<file path="config.mk">
export PLATFORM = sky130hd
export DESIGN_NAME = compute_arbiter
export DESIGN_NICKNAME = d
export VERILOG_FILES = /design/src/rtl/compute_arbiter.sv
export SDC_FILE = /design/constraint.sdc
export NUM_CORES = 1
export LEC_CHECK = 0
export ABC_AREA = 1
export BUFFER_PORTS_ARGS = -buffer_cell sky130_fd_sc_hd__buf_4
export CELL_PAD_IN_SITES_DETAIL_PLACEMENT = 0
export CELL_PAD_IN_SITES_GLOBAL_PLACEMENT = 1
export CORE_ASPECT_RATIO = 0.5
export CORE_MARGIN = 3
export CORE_UTILIZATION = 34
export CTS_CLUSTER_DIAMETER = 200
export DETAILED_ROUTE_END_ITERATION = 16
export HOLD_SLACK_MARGIN = 0.02
export PLACE_DENSITY = 0.87
export SLEW_MARGIN = 20
export SYNTH_ARGS = -nofsm -noshare
export SYNTH_HDL_FRONTEND = slang
export SYNTH_SLANG_ARGS = --single-unit
</file>
<file path="constraint.sdc">
create_clock -name clk -period 1.4 [get_ports clk]
set_input_delay 0.07 -clock clk [delete_from_list [all_inputs] [get_ports clk]]
set_output_delay 0.07 -clock clk [all_outputs]
set_load 0.01 [all_outputs]
</file>
<file path="src/rtl/compute_arbiter.sv">
// compute_arbiter: round-robin sharing of one fixed-latency compute device between two clients
module compute_arbiter #(
    parameter int WIDTH   = 4,
    parameter int DEV_LAT = 1
) (
    input  logic             clk,
    input  logic             reset,
    input  logic             c0_req_valid,
    output logic             c0_req_ready,
    input  logic [WIDTH-1:0] c0_y,
    input  logic [1:0]       c0_opcode,
    output logic             c0_rsp_valid,
    input  logic             c0_rsp_ready,
    output logic [WIDTH-1:0] c0_rsp_result,
    input  logic             c1_req_valid,
    output logic             c1_req_ready,
    input  logic [WIDTH-1:0] c1_y,
    input  logic [1:0]       c1_opcode,
    output logic             c1_rsp_valid,
    input  logic             c1_rsp_ready,
    output logic [WIDTH-1:0] c1_rsp_result,
    output logic             dev_req,
    output logic [WIDTH-1:0] dev_y,
    output logic [1:0]       dev_opcode,
    input  logic [WIDTH-1:0] dev_result,
    output logic             busy,
    output logic             grant_id
);
    typedef enum logic [1:0] {IDLE, ISSUE, WAIT, RESP} state_t;

    state_t           r_state, w_next;
    logic             r_last_grant, r_job_id;
    logic [WIDTH-1:0] r_job_y, r_res0, r_res1;
    logic [1:0]       r_job_op;
    logic [3:0]       r_cnt;
    logic             w_win, w_accept, w_rsp_hs, w_done;

    // Arbitration winner, handshake decodes and next state
    always_comb begin
        w_win    = (c0_req_valid && c1_req_valid) ? ~r_last_grant : c1_req_valid;
        w_accept = (r_state == IDLE) && (c0_req_valid || c1_req_valid);
        w_rsp_hs = (r_state == RESP) && (r_job_id ? c1_rsp_ready : c0_rsp_ready);
        w_done   = (r_state == WAIT) && (r_cnt == 4'd1);
        w_next   = (r_state == IDLE)  ? (w_accept ? ISSUE : IDLE) :
                   (r_state == ISSUE) ? WAIT :
                   (r_state == WAIT)  ? (w_done ? RESP : WAIT) :
                   (w_rsp_hs ? IDLE : RESP);
    end

    // State register
    always_ff @(posedge clk or negedge reset) begin
        if (!reset) r_state <= IDLE;
        else        r_state <= w_next;
    end

    // Job registers latched on request accept; they also drive the device inputs
    always_ff @(posedge clk or negedge reset) begin
        if (!reset) begin
            r_job_y  <= '0;
            r_job_op <= '0;
            r_job_id <= 1'b0;
        end else if (w_accept) begin
            r_job_y  <= w_win ? c1_y : c0_y;
            r_job_op <= w_win ? c1_opcode : c0_opcode;
            r_job_id <= w_win;
        end
    end

    // Round-robin history updates only when a response is delivered
    always_ff @(posedge clk or negedge reset) begin
        if (!reset)        r_last_grant <= 1'b1;
        else if (w_rsp_hs) r_last_grant <= r_job_id;
    end

    // Device latency counter: loaded at issue, counts down through WAIT
    always_ff @(posedge clk or negedge reset) begin
        if (!reset)                  r_cnt <= '0;
        else if (r_state == ISSUE)   r_cnt <= 4'(DEV_LAT);
        else if (r_state == WAIT)    r_cnt <= r_cnt - 4'd1;
    end

    // Capture device result into the owner's result register at the end of WAIT
    always_ff @(posedge clk or negedge reset) begin
        if (!reset) begin
            r_res0 <= '0;
            r_res1 <= '0;
        end else if (w_done) begin
            if (r_job_id) r_res1 <= dev_result;
            else          r_res0 <= dev_result;
        end
    end

    // Ready is gated by reset so nothing is offered while reset is asserted
    assign c0_req_ready  = reset && (r_state == IDLE) && c0_req_valid && !w_win;
    assign c1_req_ready  = reset && (r_state == IDLE) && c1_req_valid && w_win;
    assign c0_rsp_valid  = (r_state == RESP) && !r_job_id;
    assign c1_rsp_valid  = (r_state == RESP) && r_job_id;
    assign c0_rsp_result = r_res0;
    assign c1_rsp_result = r_res1;
    assign dev_req       = (r_state == ISSUE);
    assign dev_y         = r_job_y;
    assign dev_opcode    = r_job_op;
    assign busy          = (r_state != IDLE);
    assign grant_id      = r_job_id;
endmodule

</file>
==> summary.txt <==
Die Area = 4140 um^2
Power Dens Cells = 2040 nW/um^2
Post-route DRC = 0
Dpl hpwl = 2000 um
Critical-path top delay cell = dfrtp_1
CP Data Required Time = 1.33 ns
Reg area = 552 um^2
Worst setup SP type = flop
R2r endpoint = r_cnt[3]$_DFFE_PN0P_
Final #Nets = 223
Clk_lat worst skew = 0.26 ns
Final count of negative-setup-slack endpoints = 0
CP arrival = 1.28 ns
Syn-to-layout area delta = 41.2%
Yosys warns = 0
Die Height = 47.0 um
Via Count = 1054
Kind of end point of the critical path = output port
Inserted Diodes = 0
Synth area leaders = dfrtp_1 (46%), nand2_1 (18%), ha_1 (6.6%)
Post-synthesis mux area share = 0
Clk Tree Root Cell = clkbuf_8
Register share of total power = 0.364
Status = finished, final reports clean
CORE AREA = 3100 um^2
Post-route ant nets = 0
WS Path Type = reg2out
DR pass1 iterations = 4
Post-synthesis adder-cell area fraction = 0.0656
CTS tree = built
P_sw = 1.32 mW
Overall routed net length = 2510 um
Hold Crit Class = in2reg
Most common cell after layout, fill and taps aside = nand2_1
Synth unique cells = 18
Cell chain of the critical path = inv_2, ha_2, nand2_1, nor2_1, buf_4
Max_slew headroom = 0.797
Vias per inst = 4.50
Die W = 88.1 um
Final Wtd Congestion = 0.746
Leak = 0.907 nW
Largest delay share family, worst path = flip-flops
Comb power frac = 0.518
Worst IR Drop VDD = 0.686 mV
Placed cell areas = 1540 um^2
Post-Syn Instances = 141
Rows = 14
Most frequent cells in the layout = nand2_1 (53), buf_4 (49), dfrtp_1 (21), inv_1 (14), nand3_1 (10)
PortBufs = 42
Average cell area after synthesis = 8.12 um^2
Post-Syn Area = 1140 um^2
Initial antenna violation count = 0
Xor/xnor share of the synthesized area = 0
Critical path destination = c0_req_ready
Compound-cell area share of the yosys netlist = 0.0874
Critical path depth = 5
Clk buf depth = 2
Max Slew Vio Count = 0
# clock sinks = 22
Synth area leader = dfrtp_1
Flop2flop setup slack = 0.10 ns
Share of cells above drive strength 1 = 0.340
Max stage delay on crit path = 0.42 ns
Worst Path Max Fanout = 3
Post-synth top area share = 0.459
Max Cap Violations = 0
Gr usage total = 0.124
Hold slack = 0.0696 ns
Inst Count DP = 227
Layout filler cell count = 296
Area occupied by multi-input gates = 523 um^2
Non-Filler Instances = 234
Clock share of power = 0.117
R2R Path Start = r_state[0]$_DFF_PN0_
DRT iter0 DRCs = 43
Io pins = 43
Largest net degree at the start of global routing = 23
Fin area = 1620 um^2
Final clock skew = 0.00128 ns
R2R depth = 7
Starting Density = 0.369
Max Clk Rate = 741 MHz
Vias in the first global route = 884
WL per Instance = 10.7 um
Sequential cell area fraction in the yosys report = 0.482
Total CTS buffers = 3
Sw Share = 0.398
FF+latch count, synth = 22
Fin crit share = 0.964
Largest family of logic cells by synthesized area = simple AND/OR/NAND/NOR gates
Int Pwr = 1.99 mW
Critical Path Start = r_state[0]$_DFF_PN0_
First-pass GRT wire length = 3890 um
Final Hold Viols = 0
Crit path time final = 1.35 ns
Total grt overflow = 0
Post-Synth Simple-Gate Area = 0.295
Clock-pin slew on the worst setup and hold paths = 0.07 ns
Least-Margin Pin Slew = 0.304 ns
Syn Nets = 169
Worst path bufs/invs = 2
H-tree depth = 1
Fin util = 0.521
registers in the layout (all words and copies together) (netlist names):
register       count
dev_y              4
grant_id           1
c1_rsp_result      4
dev_opcode         2
r_state            2
c0_rsp_result      4
r_last_grant       1
r_cnt              4
per-layer routing:
layer | global-route usage | wire [um]
met1 | 0.165 | 1120
met2 | 0.216 | 1270
met3 | 0.0315 | 97
met4 | 0.0181 | 19
met5 | 0 | 0
worst min-delay path, cell delays in order:
cell,delay [ns]
buf_4,0.11
nand3_1,0.09
nand2_1,0.06
worst min path at each step:
stage	from	to	depth (start not counted)	slack [ns]
after global placement	reset	r_cnt[2]$_DFFE_PN0P_	2	0.08
after CTS	c1_rsp_ready	r_last_grant$_DFFE_PN1P_	3	0.07
final	c1_rsp_ready	r_last_grant$_DFFE_PN1P_	3	0.07
after detailed placement	reset	c1_rsp_result[1]$_DFFE_PN0P_	2	0.09
after global routing	c1_rsp_ready	r_last_grant$_DFFE_PN1P_	3	0.09
after floorplan	reset	c0_rsp_result[0]$_DFFE_PN0P_	0	-0.23
power groups by stage:
stage	sequential (mW)	clock, mW	combinational, mW
6_report	1.20	0.388	1.71
5_1_grt	1.25	0.430	1.95
3_5_place_dp	1.21	0	1.67
4_1_cts	1.20	0.401	1.71
3_3_place_gp	1.20	0	1.66
2_1_floorplan	1.27	0	0.891
stage by stage:
stage | setup slack [ns] | power [mW] | setup TNS, ns
after floorplan | 0.146 | 2.16 | 0
after global placement | 0.119 | 2.85 | 0
after detailed placement | 0.0789 | 2.89 | 0
after CTS | 0.00412 | 3.31 | 0
after global routing | -0.00369 | 3.63 | -0.00507
final | 0.0510 | 3.30 | 0
what timing repair did:
action / CTS / global route
buffers inserted: 1 / 1
setup endpoints to repair: 1 / 11
hold endpoints to repair: 21 / 0
pin swaps: 1 / 1
hold buffers: 1 / 0
gates resized for setup: 2 / 4
cloned: 0 / 0
cells in the mapped netlist:
| master | instances |
|---|---|
| a21oi_4 | 1 |
| nor2_4 | 1 |
| a21oi_1 | 3 |
| nand4_2 | 2 |
| inv_4 | 2 |
| dfstp_2 | 1 |
| dfrtp_1 | 21 |
| buf_6 | 1 |
| o21ai_1 | 1 |
| inv_1 | 15 |
| nor2_1 | 8 |
| ha_1 | 6 |
| o21ai_2 | 1 |
| o21ai_0 | 11 |
| or2_2 | 1 |
| nand3_1 | 10 |
| nand2_1 | 54 |
| nand2_2 | 2 |
area by class of cell:
| class | count | share of cell area |
|---|---|---|
| inverter | 17 | 0.0426 |
| timing repair buffer | 50 | 0.234 |
| multi-input combinational | 101 | 0.324 |
| clock buffer | 4 | 0.0279 |
| tap | 40 | 0.0310 |
| sequential | 22 | 0.341 |
cell families (layout without fill, tap and decap cells):
family,after synthesis,after routing
AND/OR/NAND/NOR,78,78
flip-flops,22,22
buffers and inverters,18,71
AO/OA/AOI/OAI,17,17
adder cells (fa/ha/maj),6,6
Note: power is estimated with default switching activity, not from simulation.
